$ cat src/rtl/uart_tx_parity_if.sv
// ---------------------------------------------------------------------------
// uart_tx_parity_if
// Host-side byte interface of the UART transmitter, bundled with the serial
// line and status outputs.
//   tx_start : host request to send data_in (honoured only while idle)
//   data_in  : byte to transmit, captured on the accepting edge
//   tx       : serial line, idle high
//   tx_busy  : high from the accepting edge until the frame ends
//   tx_done  : one-cycle pulse after the stop bit completes
// master = host side, slave = transmitter side.
// ---------------------------------------------------------------------------
interface uart_tx_parity_if;
    logic       tx_start;
    logic [7:0] data_in;
    logic       tx;
    logic       tx_busy;
    logic       tx_done;

    modport master (
        output tx_start,
        output data_in,
        input  tx,
        input  tx_busy,
        input  tx_done
    );

    modport slave (
        input  tx_start,
        input  data_in,
        output tx,
        output tx_busy,
        output tx_done
    );
endinterface

$ cat src/rtl/uart_tx_parity.sv
// ---------------------------------------------------------------------------
// uart_tx_parity
// UART transmitter: start bit, 8 data bits LSB-first, optional even-parity
// bit (XOR of the data byte), stop bit. Each bit lasts CLK_DIV clocks.
// Ports:
//   clk   : system clock, rising edge
//   rst_n : asynchronous active-low reset
//   bus   : slave side of uart_tx_parity_if (tx_start, data_in in;
//           tx, tx_busy, tx_done out). All outputs are registered.
// Parameters:
//   CLK_DIV   : clocks per bit period, 2..65535
//   PARITY_EN : 1 = 11-bit frame with parity, 0 = 10-bit frame
// ---------------------------------------------------------------------------
module uart_tx_parity #(
    parameter int unsigned CLK_DIV   = 868,
    parameter bit          PARITY_EN = 1'b1
) (
    input  logic             clk,
    input  logic             rst_n,
    uart_tx_parity_if.slave  bus
);

    typedef enum logic [2:0] {
        ST_IDLE   = 3'd0,
        ST_START  = 3'd1,
        ST_DATA   = 3'd2,
        ST_PARITY = 3'd3,
        ST_STOP   = 3'd4
    } state_e;

    localparam logic [15:0] BAUD_LAST = 16'(CLK_DIV - 32'd1);

    // Parity bit sent on the line: XOR of all data bits.
    function automatic logic parity_f(input logic [7:0] data);
        return ^data;
    endfunction

    state_e      state_q, state_d;
    logic [15:0] baud_q,  baud_d;
    logic [2:0]  bit_q,   bit_d;
    logic [7:0]  shift_q, shift_d;
    logic        par_q,   par_d;
    logic        tx_q,    tx_d;
    logic        busy_q,  busy_d;
    logic        done_q,  done_d;

    logic        baud_end_s;
    logic        accept_s;

    assign baud_end_s = (baud_q == BAUD_LAST);
    // tx_busy is low exactly in IDLE, so only IDLE can accept a request.
    assign accept_s   = (state_q == ST_IDLE) && bus.tx_start;

    // State and datapath registers, async reset to the idle line state.
    always_ff @(posedge clk or negedge rst_n) begin
        if (!rst_n) begin
            state_q <= ST_IDLE;
            baud_q  <= 16'd0;
            bit_q   <= 3'd0;
            shift_q <= 8'd0;
            par_q   <= 1'b0;
            tx_q    <= 1'b1;
            busy_q  <= 1'b0;
            done_q  <= 1'b0;
        end else begin
            state_q <= state_d;
            baud_q  <= baud_d;
            bit_q   <= bit_d;
            shift_q <= shift_d;
            par_q   <= par_d;
            tx_q    <= tx_d;
            busy_q  <= busy_d;
            done_q  <= done_d;
        end
    end

    // Next-state logic: every non-idle state advances at the end of its bit period.
    always_comb begin
        state_d = state_q;
        case (state_q)
            ST_IDLE: begin
                if (accept_s) begin
                    state_d = ST_START;
                end else begin
                    state_d = ST_IDLE;
                end
            end
            ST_START: begin
                if (baud_end_s) begin
                    state_d = ST_DATA;
                end else begin
                    state_d = ST_START;
                end
            end
            ST_DATA: begin
                if (baud_end_s && (bit_q == 3'd7)) begin
                    state_d = PARITY_EN ? ST_PARITY : ST_STOP;
                end else begin
                    state_d = ST_DATA;
                end
            end
            ST_PARITY: begin
                if (baud_end_s) begin
                    state_d = ST_STOP;
                end else begin
                    state_d = ST_PARITY;
                end
            end
            ST_STOP: begin
                if (baud_end_s) begin
                    state_d = ST_IDLE;
                end else begin
                    state_d = ST_STOP;
                end
            end
            default: begin
                state_d = ST_IDLE;
            end
        endcase
    end

    // Output and datapath logic: tx for the next bit is loaded on the edge
    // that ends the current one, so the line is always a flop output.
    always_comb begin
        baud_d  = baud_q;
        bit_d   = bit_q;
        shift_d = shift_q;
        par_d   = par_q;
        tx_d    = tx_q;
        busy_d  = busy_q;
        done_d  = 1'b0;
        case (state_q)
            ST_IDLE: begin
                baud_d = 16'd0;
                bit_d  = 3'd0;
                if (accept_s) begin
                    shift_d = bus.data_in;
                    par_d   = parity_f(bus.data_in);
                    tx_d    = 1'b0;
                    busy_d  = 1'b1;
                end else begin
                    tx_d   = 1'b1;
                    busy_d = 1'b0;
                end
            end
            ST_START: begin
                if (baud_end_s) begin
                    baud_d = 16'd0;
                    bit_d  = 3'd0;
                    tx_d   = shift_q[0];
                end else begin
                    baud_d = baud_q + 16'd1;
                end
            end
            ST_DATA: begin
                if (baud_end_s) begin
                    baud_d = 16'd0;
                    if (bit_q == 3'd7) begin
                        tx_d = PARITY_EN ? par_q : 1'b1;
                    end else begin
                        // Next data bit is the one above the current LSB.
                        shift_d = {1'b0, shift_q[7:1]};
                        tx_d    = shift_q[1];
                        bit_d   = bit_q + 3'd1;
                    end
                end else begin
                    baud_d = baud_q + 16'd1;
                end
            end
            ST_PARITY: begin
                if (baud_end_s) begin
                    baud_d = 16'd0;
                    tx_d   = 1'b1;
                end else begin
                    baud_d = baud_q + 16'd1;
                end
            end
            ST_STOP: begin
                if (baud_end_s) begin
                    baud_d = 16'd0;
                    tx_d   = 1'b1;
                    busy_d = 1'b0;
                    done_d = 1'b1;
                end else begin
                    baud_d = baud_q + 16'd1;
                end
            end
            default: begin
                baud_d = 16'd0;
                bit_d  = 3'd0;
                tx_d   = 1'b1;
                busy_d = 1'b0;
            end
        endcase
    end

    assign bus.tx      = tx_q;
    assign bus.tx_busy = busy_q;
    assign bus.tx_done = done_q;

endmodule

$ cat src/flat_wrapper.sv
// flat-port wrapper written by rule: the top's interface ports become plain ports
module uart_tx_parity_flat 
#(
    parameter int unsigned CLK_DIV   = 868,
    parameter bit          PARITY_EN = 1'b1
)
  (clk, rst_n, bus_tx_start, bus_data_in, bus_tx, bus_tx_busy, bus_tx_done);
  uart_tx_parity_if bus_i ();
  input  logic clk;
  input  logic rst_n;
  input wire logic [$bits(bus_i.tx_start)-1:0] bus_tx_start;
  input wire logic [$bits(bus_i.data_in)-1:0] bus_data_in;
  output wire logic [$bits(bus_i.tx)-1:0] bus_tx;
  output wire logic [$bits(bus_i.tx_busy)-1:0] bus_tx_busy;
  output wire logic [$bits(bus_i.tx_done)-1:0] bus_tx_done;
  assign bus_i.tx_start = bus_tx_start;
  assign bus_i.data_in = bus_data_in;
  assign bus_tx = bus_i.tx;
  assign bus_tx_busy = bus_i.tx_busy;
  assign bus_tx_done = bus_i.tx_done;
  uart_tx_parity #(.CLK_DIV(CLK_DIV), .PARITY_EN(PARITY_EN)) u_core (.clk(clk), .rst_n(rst_n), .bus(bus_i));
endmodule
$ cat config.mk
export PLATFORM = sky130hd
export DESIGN_NAME = uart_tx_parity_flat
export DESIGN_NICKNAME = d
export VERILOG_FILES = /design/src/rtl/uart_tx_parity_if.sv /design/src/rtl/uart_tx_parity.sv /design/src/flat_wrapper.sv
export SDC_FILE = /design/constraint.sdc
export NUM_CORES = 1
export LEC_CHECK = 0
export ABC_AREA = 1
export CORE_MARGIN = 2
export CORE_UTILIZATION = 50
export CTS_CLUSTER_SIZE = 14
export DETAILED_ROUTE_END_ITERATION = 8
export MAX_ROUTING_LAYER = met4
export PLACE_DENSITY = 0.69
export SYNTH_ARGS = -nofsm -noshare
export SYNTH_HDL_FRONTEND = slang
export SYNTH_SLANG_ARGS = --single-unit
export TNS_END_PERCENT = 1
$ cat constraint.sdc
create_clock -name clk -period 2 [get_ports clk]
set_input_delay 0.2 -clock clk [delete_from_list [all_inputs] [get_ports clk]]
set_output_delay 0.2 -clock clk [all_outputs]
set_load 0.02 [all_outputs]
# After elaboration in Yosys (flattened, before gate mapping)

Cells that the tools add are included.

Register bits: 34
Input port bits: 11
Output and inout port bits: 3
Word-level logic and storage cells: 64

Add/subtract/negate cells: 2
Eq/ne operators: 12
Muxes and demuxes: 27
Bitwise operators: 2
Reductions and logical operators: 13

Operators with widths:

| cell                                                                    | number |
|---|---|
| 16-bit two-way mux                                                      | 2 |
| 8-bit two-way mux                                                       | 3 |
| 16-bit by 1-bit adder with 16-bit output, second input constant         | 1 |
| 16-bit by 10-bit equality test with 1-bit output, second input constant | 1 |
| 8-bit case mux with 2 select lines                                      | 1 |
| 3-bit two-way mux                                                       | 5 |
| 3-bit case mux with 5 select lines                                      | 1 |
| 1-bit two-way mux                                                       | 11 |
| 2-bit by 1-bit inequality test with 1-bit output, second input constant | 5 |
| 3-bit case mux with 3 select lines                                      | 1 |
| 4-bit AND reduction                                                     | 2 |
| 8-bit XOR reduction                                                     | 1 |
| 3-bit by 2-bit equality test with 1-bit output, second input constant   | 2 |
| 3-bit equality test, second input constant                              | 2 |
| 1-bit case mux with 4 select lines                                      | 1 |
| 2-bit AND reduction                                                     | 2 |
| 4-bit OR reduction                                                      | 1 |
| 3-bit by 1-bit adder with 3-bit output, second input constant           | 1 |
| 3-bit by 1-bit equality test with 1-bit output, second input constant   | 1 |
| 3-bit logical NOT                                                       | 1 |
| 1-bit case mux with 3 select lines                                      | 1 |
| 3-bit AND reduction                                                     | 1 |
| 3-bit OR reduction                                                      | 1 |
| 1-bit logical AND                                                       | 2 |
| other kinds (5)                                                         | 6 |

# Longest topological paths before layout

Gate-level depths: netlist of run 1.

Depth after elaboration: 4
Gate-level depth with buffers: 10
Gate-level depth less buffers: 10

# Least setup slack after synthesis of run 1

No wires, ideal clock.

Kind: reg-to-reg
From: register u_core.bit_q[0]
To: register u_core.shift_q[1]
Setup time: 0.117 ns
Data arrival time: 1.399 ns
Data required time: 1.883 ns
Path slack: 0.485 ns
Cell stages (with the launch flop): 9
Path buffers: 0
Cells stage by stage: dfrtp_1 ha_1 ha_1 inv_1 o211ai_1 nor2_4 nand2_4 nand2_1 nand2_1

Longest elaborated chain between the ends: 3

Ends and longest elaborated chain:

| what                                   | line                  | text |
|---|---|---|
| from (decl)                            | uart_tx_parity.sv:40  | `logic [2:0] bit_q, bit_d;` |
| from (signal assigned)                 | uart_tx_parity.sv:68  | `bit_q <= bit_d;` |
| 3-bit equality test                    | uart_tx_parity.sv:158 | `if (bit_q == 3'd7) begin` |
| 2-bit inequality test (no source line) | --                    |  |
| 4-bit AND reduction (no source line)   | --                    |  |
| to (signal assigned)                   | uart_tx_parity.sv:69  | `shift_q <= shift_d;` |
| to (decl)                              | uart_tx_parity.sv:41  | `logic [7:0] shift_q, shift_d;` |

No other way between the ends.
A chain may end at the register's enable or synchronous reset.

# Worst setup path in the final report of run 1

From: register u_core.tx_q, in the netlist u_core.bus.tx
To: output port bus_tx

RTL lines:

| what                   | line                 | text |
|---|---|---|
| from (decl)            | uart_tx_parity.sv:43 | `logic tx_q, tx_d;` |
| from (signal assigned) | uart_tx_parity.sv:71 | `tx_q <= tx_d;` |
| to (decl)              | flat_wrapper.sv:13   | `output wire logic [$bits(bus_i.tx)-1:0] bus_tx;` |

No word-level cell between the ends.

==> summary by stage, run 1 <==
Timing
The final number of hold-violating endpoints came to 0. The final number of max-transition violations was 0. The clock period minus final worst setup slack is 1638 ps.

Setup repair after global routing left no endpoint under its margin. The highest attainable clock frequency is between 0.6 and 0.7 GHz. Measured against its own limit, the worst slew margin works out to about 70%. The final period utilization is about 82%. Setup violations remaining at the end of the flow were counted as 0. The transition time at the pin with the least slew margin is roughly 420 ps. The worst-case clock skew is slightly below 9 ps. The setup total negative slack is 0 ps.

Critical path
In this run the critical register-to-register path is launched from u_core.bit_q[0]. The endpoint of the most critical register-to-register path is u_core.shift_q[7]. The endpoint of the worst setup timing path is bus_tx. Across all register-to-register paths, the minimum setup slack is 370 ps. The critical path data required time is between 1500 and 2000 ps. The critical path class is flop to primary output. The largest fanout on the critical path is 2. The data arrival time of the critical path is 1440 ps. The launching element of the worst setup path is u_core.bus.tx. The startpoint type of the worst setup path is a flop.

The signal on the critical path passes through clkdlybuf4s50_1. The largest single stage delay on the critical path is between 600 and 700 ps. Broken down by cell family, the worst path's largest delay share belongs to buffers and inverters. STA classifies the critical path endpoint as a primary output. Measured in cells, the most critical reg-to-reg path has a length of 8. The number of buffers and inverters on the critical path is 1. The slowest stage of the critical path belongs to the cell sky130_fd_sc_hd__clkdlybuf4s50_1. The critical path depth is 1.

Status
The flow ran to the end, and the final reports show no timing, DRC or antenna violations.

Clock tree
Buffers inserted to repair hold after CTS numbered 0. The later pin in the worst-skew pair is clocked with a latency of between 200 and 300 ps. The quantity of gates resized following cts is 0.

The clock transition time at the flip-flop clock pins of the worst setup and hold paths is 70 ps. The sink count of the clock tree is 34. The clock tree synthesis step divided the H-tree into 2 levels. The number of buffers added by the clock tree synthesis step is 5. CTS placed an instance of sky130_fd_sc_hd__clkbuf_8 at the clock tree root. The TritonCTS clock tree is built. The number of setup buffers added after CTS is 0. The number of buffers on the longest clock path is 2.

Die
The standard-cell row count is 23. In this run the vertical extent of the chip is about 68 um. The number of ports placed on the die boundary is 14. The initial core utilization is between 50 and 60%. The overall die area is around 4700 um2.

The die is between 60 and 70 um wide. The placeable core region is ~4000 um2.

Global route
The number of antenna violations at the first check in global routing is 0. The sum of overflow across all layers after global routing is 0. The pin count of the biggest net entering global routing is 35. Across every metal layer, demand over resource in global routing totals about a fifth. The via count of the first global-routing pass is ~1700. The first global-routing pass estimated between 7000 and 8000 um of wire.

Yosys
The synthesis warning total is 0. Of all cell types, the one taking the most synthesized area is sky130_fd_sc_hd__dfrtp_1. The fraction of the yosys area taken by sequential cells is between 40% and 50%. Counting every instance in the synthesized netlist gives around 300. In this run, synthesis inferred 0 flip-flops with an integrated enable. The synthesized netlist occupies a cell area of 2066 um2. Of all flip-flops after synthesis, the portion carrying an async set or reset was 100.0%. The synthesized netlist contains 22 unique library cells. Synthesis inferred 34 register bits. The synthesized design devotes to its leading area cell type 39.98% of total area. In the synthesized netlist the dominant register cell turns out to be sky130_fd_sc_hd__dfrtp_1.

In the post-synthesis netlist, the cell with the most instances is sky130_fd_sc_hd__nand2_1. The mean instance size in the synthesized netlist is 6.863 um2. When the netlist entered floorplanning its net count stood at 315. Ranked by instance count, the synthesized netlist is headed by sky130_fd_sc_hd__nand2_1, sky130_fd_sc_hd__nor2_1, sky130_fd_sc_hd__inv_1, sky130_fd_sc_hd__nand3_1, sky130_fd_sc_hd__dfrtp_1. Ranked by total cell area, the synthesized netlist is headed by sky130_fd_sc_hd__dfrtp_1, sky130_fd_sc_hd__nand2_1, sky130_fd_sc_hd__nor2_1.

Drt
The post-route antenna net violation count is 0. The overall via count from detail_route is roughly 1800. The count of routing violations after the opening detailed-route iteration is roughly 170. The wire length after detailed routing is about 4100 um. The detailed-route wire length per cell is between 10 and 15 um.

The DRC violation count after routing is 0. The detailed-route vias per instance is ~5. The number of search-and-repair iterations in the first detailed-routing pass is 4.

Power and ir drop
The total power divided by cell area is between 500 and 600 nW/um2. The maximum vdd ir drop is approximately 310 uV. Summed over all cells, the static leakage comes to about 1.3 nW.

Cells and area
The fraction of final layout cells with drive strength greater than 1 is roughly 7.5%. The number of nets in the layout is between 300 and 400. Measured on the finished design, the core utilization comes to about three fifths. Counting the fill cells in the layout gives between 300 and 400.

0 antenna diodes ended up in the layout. The final design area excluding fillers is 2361 um2. Compared with the post-synthesis result, the final layout area differs by 14.29%. The finished layout holds approximately 370 standard cells, fillers aside.

Place
During placement, the flow inserted port buffers numbering 13. The placed cell area is around 2300 um2. Summed over all nets, the half-perimeter wirelength after detailed placement is approximately 3200 um. The placer congestion estimate is between 0.8 and 0.9. The number of placed cells counting well taps is 364.

Hold path
In this run the worst hold path is classified as input port to asynchronous set/reset pin.

Run
Max-cap violations in this run came to 0.
[cells in the final DEF (no fill, tap or decap), drive strengths merged]
master	count
buf	2
inv	42
xor2	5
a21oi	2
o211ai	2
clkbuf	8
nor3	5
clkdlybuf4s50	13
dfstp	1
ha	3
nand3	34
o21ai	11
nand4	6
nand3b	1
dfrtp	33
nor2	52
xnor2	1
nand2	101
[per-stage QoR]
stage               worst slack (ps)  hold slack [ps]   power, W
finish                         362.5            313.1   0.001362
global route                   229.5            374.1   0.001426
detailed placement             374.6            454.3  0.0007832
CTS                            348.3            333.7   0.001381
global placement               413.6            443.1  0.0007816
floorplan                      484.6           -95.59  0.0007384
[metal layers]
| layer | global-route usage, % | vias up | routed length (um) |
|---|---|---|---|
| li1 | - | 980 | - |
| met1 | 26.50 | 816 | 1967 |
| met2 | 34.59 | 35 | 1933 |
| met3 | 4.441 | 5 | 140 |
| met4 | 6.750 | 0 | 68 |
| met5 | - | - | 0 |
[sequential cells by signal (all words and copies together) (netlist names)]
| register | flops |
|---|---|
| u_core.bus.tx | 1 |
| u_core.shift_q | 8 |
| u_core.bus.tx_busy | 1 |
| u_core.bit_q | 3 |
| u_core.baud_q | 16 |
| u_core.bus.tx_done | 1 |
| u_core.par_q | 1 |
| u_core.state_q | 3 |
[power breakdown]
group | internal, W | switching (W)
registers | 0.000690 | 0.000000904
logic | 0.0000342 | 0.0000433
clock network | 0.000348 | 0.000247
total | 0.00107 | 0.000291
[cell type report]
cell class	instances	area, um2	area share (%)
well taps	50	62.56	2.650
multi-input cells	223	1033	43.77
clock buffers	8	110.1	4.664
repair buffers	15	145.1	6.147
inverters	42	157.7	6.677
flip-flops and latches	34	852.1	36.09
[cell families (layout without fill, tap and decap cells)]
family                     after synthesis  in the layout  share of synthesized area (%)
and+or+nand+nor                        199            199                          41.79
DFF                                     34             34                          41.25
xor gates and xnor gates                 6              6                          2.544
AOI/OAI and AO/OA                       15             15                          3.876
adders and majority gates                3              3                          1.817
buffers and inverters                   44             65                          8.722
[how the worst min path moves through the flow]
stage / slack (ps) / endpoint / start
CTS: 330 / u_core.baud_q[7] / rst_n
global route: 370 / u_core.baud_q[12] / rst_n
global placement: 440 / u_core.baud_q[0] / u_core.baud_q[0]
finish: 310 / u_core.baud_q[2] / rst_n
detailed placement: 450 / u_core.baud_q[0] / u_core.baud_q[0]
floorplan: -100 / u_core.baud_q[0] / rst_n
Note: power is estimated with default switching activity, not from simulation.
==> run 2, diff against run 1 <==
- PLACE_DENSITY: 0.69 -> 0.72
- clock period: 2 -> 1.45 ns (I/O delays scaled with it)
==> summary by stage, run 2 (synthesis gave the netlist of run 1 again) <==
Status
The flow ran to the end, but the final reports show violations. The final reports fail on setup timing.

Clock tree
The TritonCTS clock tree is built. The insertion delay to the later sink of the worst-skew pair is 290 ps (about the same). The root buffer cell chosen for the clock tree is sky130_fd_sc_hd__clkbuf_8. The number of buffers added by the clock tree synthesis step is 5 (unchanged). The sink count of the clock tree was 34 (unchanged).

The total number of H-tree levels is 2 (unchanged). The number of buffers on the longest clock path was 2 (unchanged). The clock transition time at the flip-flop clock pins of the worst setup and hold paths is 70 ps (about the same).

Timing
The final hold slack is 187.0 ps (-126.1 ps). The headroom to the max-slew limit was 76.58% (+4.7 points). The setup total negative slack is -6.688 ps (-6.688 ps). Setup repair after global routing could not meet its margin everywhere. The transition time at the pin with the least slew margin is 348.7 ps (-73.93 ps). The number of setup violations in the final report was 1 (+1). The worst-case clock skew is 3.763 ps (-4.893 ps). The clock period minus final worst setup slack is 1457 ps. The highest attainable clock frequency is just under 0.7 GHz. The minimum setup slack in the final design was -6.688 ps (-369.1 ps). The final period utilization is 100.5%. The final number of max-transition violations is 0 (unchanged).

The final number of hold-violating endpoints is 0 (unchanged).

Critical path
The critical path in this run is classified as flop to flop. The critical path endpoint category is a flop. STA classifies the critical path startpoint as a flop. The library cell contributing the largest single delay on the critical path is sky130_fd_sc_hd__dfrtp_1. The largest fanout on the critical path is 7 (+5).

The cell family contributing the most delay on the critical path is simple AND/OR/NAND/NOR gates. The critical path data required time is 1680 ps (-120 ps). The maximum single-stage delay on the critical path came to 370 ps (-240 ps). The data arrival time of the critical path is 1680 ps (+240 ps).

The number of buffers and inverters on the critical path is 1 (unchanged). The signal on the critical path passes through ha_2 > nand4_1 > nor2_2 > nand2_2 > nand2_4 > buf_4 > nand3_1 > nand2_1.

Die
The initial core utilization is 51.64% (unchanged). The placeable core region is 4000 um2 (unchanged). The die outline height was 68.28 um (unchanged). The x dimension of the die is 68.28 um (unchanged).

The overall die area is 4661 um2 (unchanged). The number of ports placed on the die boundary was 14 (unchanged). The standard-cell row count is 23 (unchanged).

Cells and area
The total of fill cells in the finished design is 385 (+0.26%). The largest registers in the layout are u_core.baud_q: 16 flops, u_core.shift_q: 8 flops. The area added between synthesis and finish is 22.29%. The library cells used most frequently in the layout, excluding fill and tap cells, are sky130_fd_sc_hd__nand2_1, sky130_fd_sc_hd__nor2_1, sky130_fd_sc_hd__inv_1, sky130_fd_sc_hd__nand3_1, sky130_fd_sc_hd__dfrtp_1. The flip-flop count of the largest register after layout is 16 (unchanged). The fraction of final layout cells with drive strength greater than 1 is 16.22% (+8.8 points). The number of nets in the layout is 352 (+5.1%). The largest register by flop count is u_core.baud_q.

The antenna diode count came to 0 (unchanged). The commonest non-fill, non-tap cell in the layout is sky130_fd_sc_hd__nand2_1.

Drt
The post-route antenna net violation count came to 0 (unchanged). The detailed-route vias per instance was 5.087 (+3.1%). The DRC violation count after routing was 0 (unchanged). The number of search-and-repair iterations in the first detailed-routing pass is 4 (unchanged).

The overall via count from detail_route is 1979 (+7.8%). The detailed-route wire length per cell is 12.30 um (+11%). The wire length after detailed routing is 4785 um (+16%). The count of routing violations after the opening detailed-route iteration came to 127 (-23%).

Global route
The sum of overflow across all layers after global routing is 0 (unchanged). The via count of the first global-routing pass is 1835 (+11%). The first-pass GRT wire length is 8197 um (+14%). The overall global routing resource usage came to 24.55% (+3.3 points). The number of antenna violations at the first check in global routing is 0 (unchanged).

The pin count of the biggest net entering global routing came to 24 (-31%).

Power and ir drop
The maximum vdd ir drop is 572.4 uV (+83%). The standby leakage power is 1.335 nW (+4.6%). The total power divided by cell area is 719.4 nW/um2 (+25%).

Place
The quantity of I/O buffers inserted on ports was 13 (unchanged). The final HPWL from detailed placement is 3730 um (+18%). The post-placement setup slack is -80.57 ps (-455.2 ps). The placer congestion estimate is 0.8541 (-1.1%).

Run
The number of max-cap violations is 0 (unchanged).

Hold path
The path class of the lowest-slack min-delay path is input port to asynchronous set/reset pin.
-- run 2: cell count changes in the layout (fill, tap and decap cells not counted), sizes merged --
cell,delta
buf,+17
clkdlybuf4s50,-2
dlygate4sd2,+1
dlymetal6s2s,+1
clkinvlp,+1
clkbuf,-2
clkinv,+1
-- run 2: path summary, 6_finish.rpt --
| kind | startpoint | end | slack (ps) | cells past startpoint |
|---|---|---|---|---|
| setup / recovery | u_core.baud_q[1] | u_core.shift_q[4] | -7 | 8 |
| hold / removal | rst_n | u_core.baud_q[6] | 190 | 2 |
| setup reg to reg | u_core.baud_q[1] | u_core.shift_q[4] | -7 | 8 |
| hold reg to reg | u_core.shift_q[0] | u_core.shift_q[0] | 470 | 2 |
| max in group asynchronous | rst_n | u_core.state_q[0] | 940 | 2 |
| min in group clk | u_core.shift_q[0] | u_core.shift_q[0] | 470 | 2 |
-- run 2: area by class of cell --
cell class	count	area, um2	share of cell area, %
Sequential cell	34	854.6	33.83
Multi-Input combinational cell	223	1076	42.60
Tap cell	50	62.56	2.476
Clock buffer	6	82.58	3.269
Inverter	42	160.2	6.340
Timing Repair Buffer	32	277.8	11.00
Clock inverter	2	12.51	0.4953
-- run 2: per-layer routing --
layer | wire [um] | track usage [%] | share of wire, % | vias up
met2 | 2235 | 38.47 | 47 | 42
li1 | - | - | - | 1017
met1 | 2290 | 32.40 | 48 | 914
met5 | 0 | - | 0 | -
met4 | 65 | 7.500 | 1.4 | 0
met3 | 193 | 4.441 | 4.0 | 6
-- run 2: what timing repair did --
item,4_1_cts,5_1_grt
pin swaps,2,3
gates resized for setup,8,12
endpoints found under the setup margin,12,23
buffers inserted,0,2
hold buffers,0,0
gates cloned,0,0
-- run 2: worst register-to-register path, stage by stage (launching register included) --
cell and delay, ps:
sky130_fd_sc_hd__dfrtp_1 370, sky130_fd_sc_hd__ha_2 210, sky130_fd_sc_hd__nand4_1 130, sky130_fd_sc_hd__nor2_2 150
sky130_fd_sc_hd__nand2_2 120, sky130_fd_sc_hd__nand2_4 150, sky130_fd_sc_hd__buf_4 130, sky130_fd_sc_hd__nand3_1 60
sky130_fd_sc_hd__nand2_1 80
-- run 2: per-stage QoR --
step	power (W)	cells	utilization, %	cell area, um2
finish	0.001817	389	63.15	2526
global route	0.001881	389	63.15	2526
CTS	0.001836	387	62.34	2494
detailed placement	0.001087	379	59.21	2369
global placement	0.001082	379	59.21	2369
floorplan	0.001019	301	-	2071
-- run 2: power by group --
group	internal, W	total [W]	switching, W
Clock	0.000382	0.000750	0.000369
Sequential	0.000951	0.000954	0.00000291
Combinational	0.0000490	0.000114	0.0000646
Total	0.00138	0.00182	0.000436
==> run 3, diff against run 2 <==
- CAP_MARGIN: default -> 20
- CELL_PAD_IN_SITES_DETAIL_PLACEMENT: default -> 0
- CELL_PAD_IN_SITES_GLOBAL_PLACEMENT: default -> 1
- CORE_UTILIZATION: 50 -> 41
- DONT_BUFFER_PORTS: default -> 1
- PLACE_DENSITY: 0.72 -> default
- PLACE_DENSITY_LB_ADDON: default -> 0.1
==> summary by stage, run 3 (synthesis gave the netlist of run 1 again) <==
Status
The run finished, with violations left. The final reports fail on setup timing.

Hold path
The path class of the lowest-slack min-delay path is input port to flop. Counting instances, the worst hold path has a depth of 4. The worst hold path terminates at u_core.shift_q[7]. The launch instance of the worst min-delay path is bus_data_in[7].

Die
The x dimension of the die is 74.98 um (+9.8%). The die outline height is 74.98 um (+9.8%). The overall die area came to 5622 um2 (+21%).

The placeable core region came to 4786 um2 (+20%). The standard-cell row count is 25 (+8.7%). The number of ports placed on the die boundary was 14 (unchanged). The initial core utilization was 43.16% (-8.5 points).

Timing
The final number of max-transition violations was 0 (unchanged). The headroom to the max-slew limit was 78.98% (+2.4 points). The setup total negative slack is -3.095 ps (+3.593 ps). The final hold slack is 84.07 ps (-102.9 ps). The highest attainable clock frequency is 0.6882 GHz (+0.25%). The final period utilization is 100.2% (-0.25 points). The number of setup violations in the final report was 1 (unchanged).

The transition time at the pin with the least slew margin is 312.9 ps (-35.70 ps). The clock period minus final worst setup slack is 1453 ps (-3.593 ps). The final number of hold-violating endpoints is 0 (unchanged). The worst-case clock skew is 5.479 ps (+1.716 ps).

The minimum setup slack in the final design was -3.095 ps (+3.593 ps). Setup repair after global routing could not meet its margin everywhere.

Run
The number of max-cap violations is 0 (unchanged).

Clock tree
The number of buffers on the longest clock path came to 2 (unchanged). The TritonCTS clock tree is built. The number of buffers added by the clock tree synthesis step came to 5 (unchanged). The insertion delay to the later sink of the worst-skew pair came to 290 ps (about the same).

The sink count of the clock tree is 34 (unchanged). The total number of H-tree levels is 2 (unchanged). The cell at the root of the clock tree is sky130_fd_sc_hd__clkbuf_8. The clock transition time at the flip-flop clock pins of the worst setup and hold paths came to 70 ps (about the same).

Place
The post-placement setup slack is -67.91 ps (+12.66 ps). The quantity of I/O buffers inserted on ports is 0 (-13). The number of placed cells counting well taps is 387 (+2.1%). The final HPWL from detailed placement is 3518 um (-5.7%).

The placer congestion estimate is 0.8224 (-3.7%).

Critical path
The data arrival time of the critical path is 1640 ps (-40 ps). The critical path data required time is 1630 ps (-50 ps). The flop-to-flop setup slack is -3 ps (about the same). The library cell contributing the largest single delay on the critical path is sky130_fd_sc_hd__dfrtp_1. The worst setup path is launched from a flop. The signal on the critical path passes through ha_4 > ha_4 > inv_2 > o211ai_1 > nor2_4 > nand2_4 > nand2_1 > nand2_1.

The length in cells of the worst reg-to-reg path is 8 (unchanged). The largest fanout on the critical path is 8 (+1). In this run the critical register-to-register path is launched from u_core.bit_q[0].

The maximum single-stage delay on the critical path is 410 ps (+40 ps). The critical path class is flop to flop. The endpoint of the most critical register-to-register path is u_core.shift_q[2].

The worst setup path is captured at a flop.

Drt
The count of routing violations after the opening detailed-route iteration is 63 (-50%). The wire length after detailed routing is 4675 um (-2.3%). The DRC violation count after routing was 0 (unchanged).

The post-route antenna net violation count is 0 (unchanged). The number of search-and-repair iterations in the first detailed-routing pass came to 4 (unchanged). The detailed-route wire length per cell is 11.60 um (-5.7%).

The detailed-route vias per instance is 4.730 (-7.0%). The overall via count from detail_route is 1906 (-3.7%).

Cells and area
From synthesis to final layout, the design area changed by 24.89%. The antenna diode count is 0 (unchanged). The largest registers in the layout are u_core.baud_q: 16 flops, u_core.shift_q: 8 flops. The core occupancy in the finished layout is 53.91% (-9.2 points). The flip-flop count of the largest register after layout is 16 (unchanged). The final cell count without fillers is 403 (+3.6%).

The commonest non-fill, non-tap cell in the layout is sky130_fd_sc_hd__nand2_1. The largest register by flop count is u_core.baud_q. The top cell types in the final layout, fill and taps aside, are sky130_fd_sc_hd__nand2_1, sky130_fd_sc_hd__nor2_1, sky130_fd_sc_hd__inv_1, sky130_fd_sc_hd__dfrtp_1, sky130_fd_sc_hd__nand3_1. The number of nets in the layout is 349 (-0.85%).

The fraction of final layout cells with drive strength greater than 1 is 19.64% (+3.4 points).

Global route
The pin count of the biggest net entering global routing came to 35 (+46%). The number of antenna violations at the first check in global routing is 0 (unchanged). The sum of overflow across all layers after global routing is 0 (unchanged). The first-pass GRT wire length was 8204 um (about the same).

The overall global routing resource usage is 20.06% (-4.5 points). The via count of the first global-routing pass is 1836 (+0.054%).

Power and ir drop
The standby leakage power was 1.372 nW (+2.8%). The maximum vdd ir drop is 311.8 uV (-46%). The total power divided by cell area is 694.0 nW/um2 (-3.5%).
run 3: changes by cell type in the layout (fill, tap and decap cells not counted), sizes merged:
cell / delta
dlygate4sd2: -1
dlygate4sd3: +1
buf: +9
clkdlybuf4s50: -11
dlymetal6s2s: -1
run 3: final cells by class:
| class | instances | area, um2 |
|---|---|---|
| fillers | 478 | 2206 |
| multi-input cells | 223 | 1130 |
| flip-flops and latches | 34 | 852.1 |
| repair buffers | 29 | 261.5 |
| inverters | 42 | 157.7 |
| well taps | 67 | 83.83 |
| clock buffers | 6 | 82.58 |
| clock inverters | 2 | 12.51 |
run 3: routing by layer:
layer,GRT usage (%),up-vias,wire (um)
met4,7.143,0,85
met5,-,-,0
met3,4.284,9,150
met2,34.02,31,2330
li1,-,1011,-
met1,23.40,855,2108
run 3: worst max-delay path by stage:
stage | from | endpoint | slack (ps) | cells after the start
after floorplan | u_core.bit_q[0] | u_core.shift_q[1] | 3 | 8
after global placement | u_core.baud_q[2] | u_core.shift_q[4] | -10 | 8
after detailed placement | u_core.bit_q[0] | u_core.shift_q[7] | -70 | 8
after CTS | u_core.bit_q[1] | u_core.shift_q[7] | -10 | 8
after global routing | u_core.bit_q[0] | u_core.shift_q[2] | -100 | 8
final | u_core.bit_q[0] | u_core.shift_q[2] | -3 | 8
run 3: what timing repair did:
| item | in CTS | in global routing |
|---|---|---|
| pin swaps | 17 | 9 |
| setup endpoints to repair | 9 | 24 |
| resized for setup | 14 | 6 |
| setup buffers | 3 | 3 |
| endpoints found under the hold margin | 34 | 0 |
| hold buffers | 2 | 0 |
run 3: metrics by stage:
stage	total power, W	area, um2
4_1_cts	0.001804	2527
5_1_grt	0.001871	2580
2_1_floorplan	0.001019	2071
3_3_place_gp	0.001031	2290
6_report	0.001790	2580
3_5_place_dp	0.001030	2290
run 3: worst max-delay path: cells and delay by family (launching register included):
family                   cells  cell delay (ps)
buffers and inverters        1               50
AO/OA/AOI/OAI                1              120
flip-flops                   1              410
adder cells (fa/ha/maj)      2              340
AND/OR/NAND/NOR              4              440
run 3: power breakdown:
| group | switching, W | total (W) | internal [W] |
|---|---|---|---|
| sequential | 0.00000192 | 0.000952 | 0.000951 |
| clock | 0.000370 | 0.000752 | 0.000382 |
| combinational | 0.0000561 | 0.0000861 | 0.0000300 |
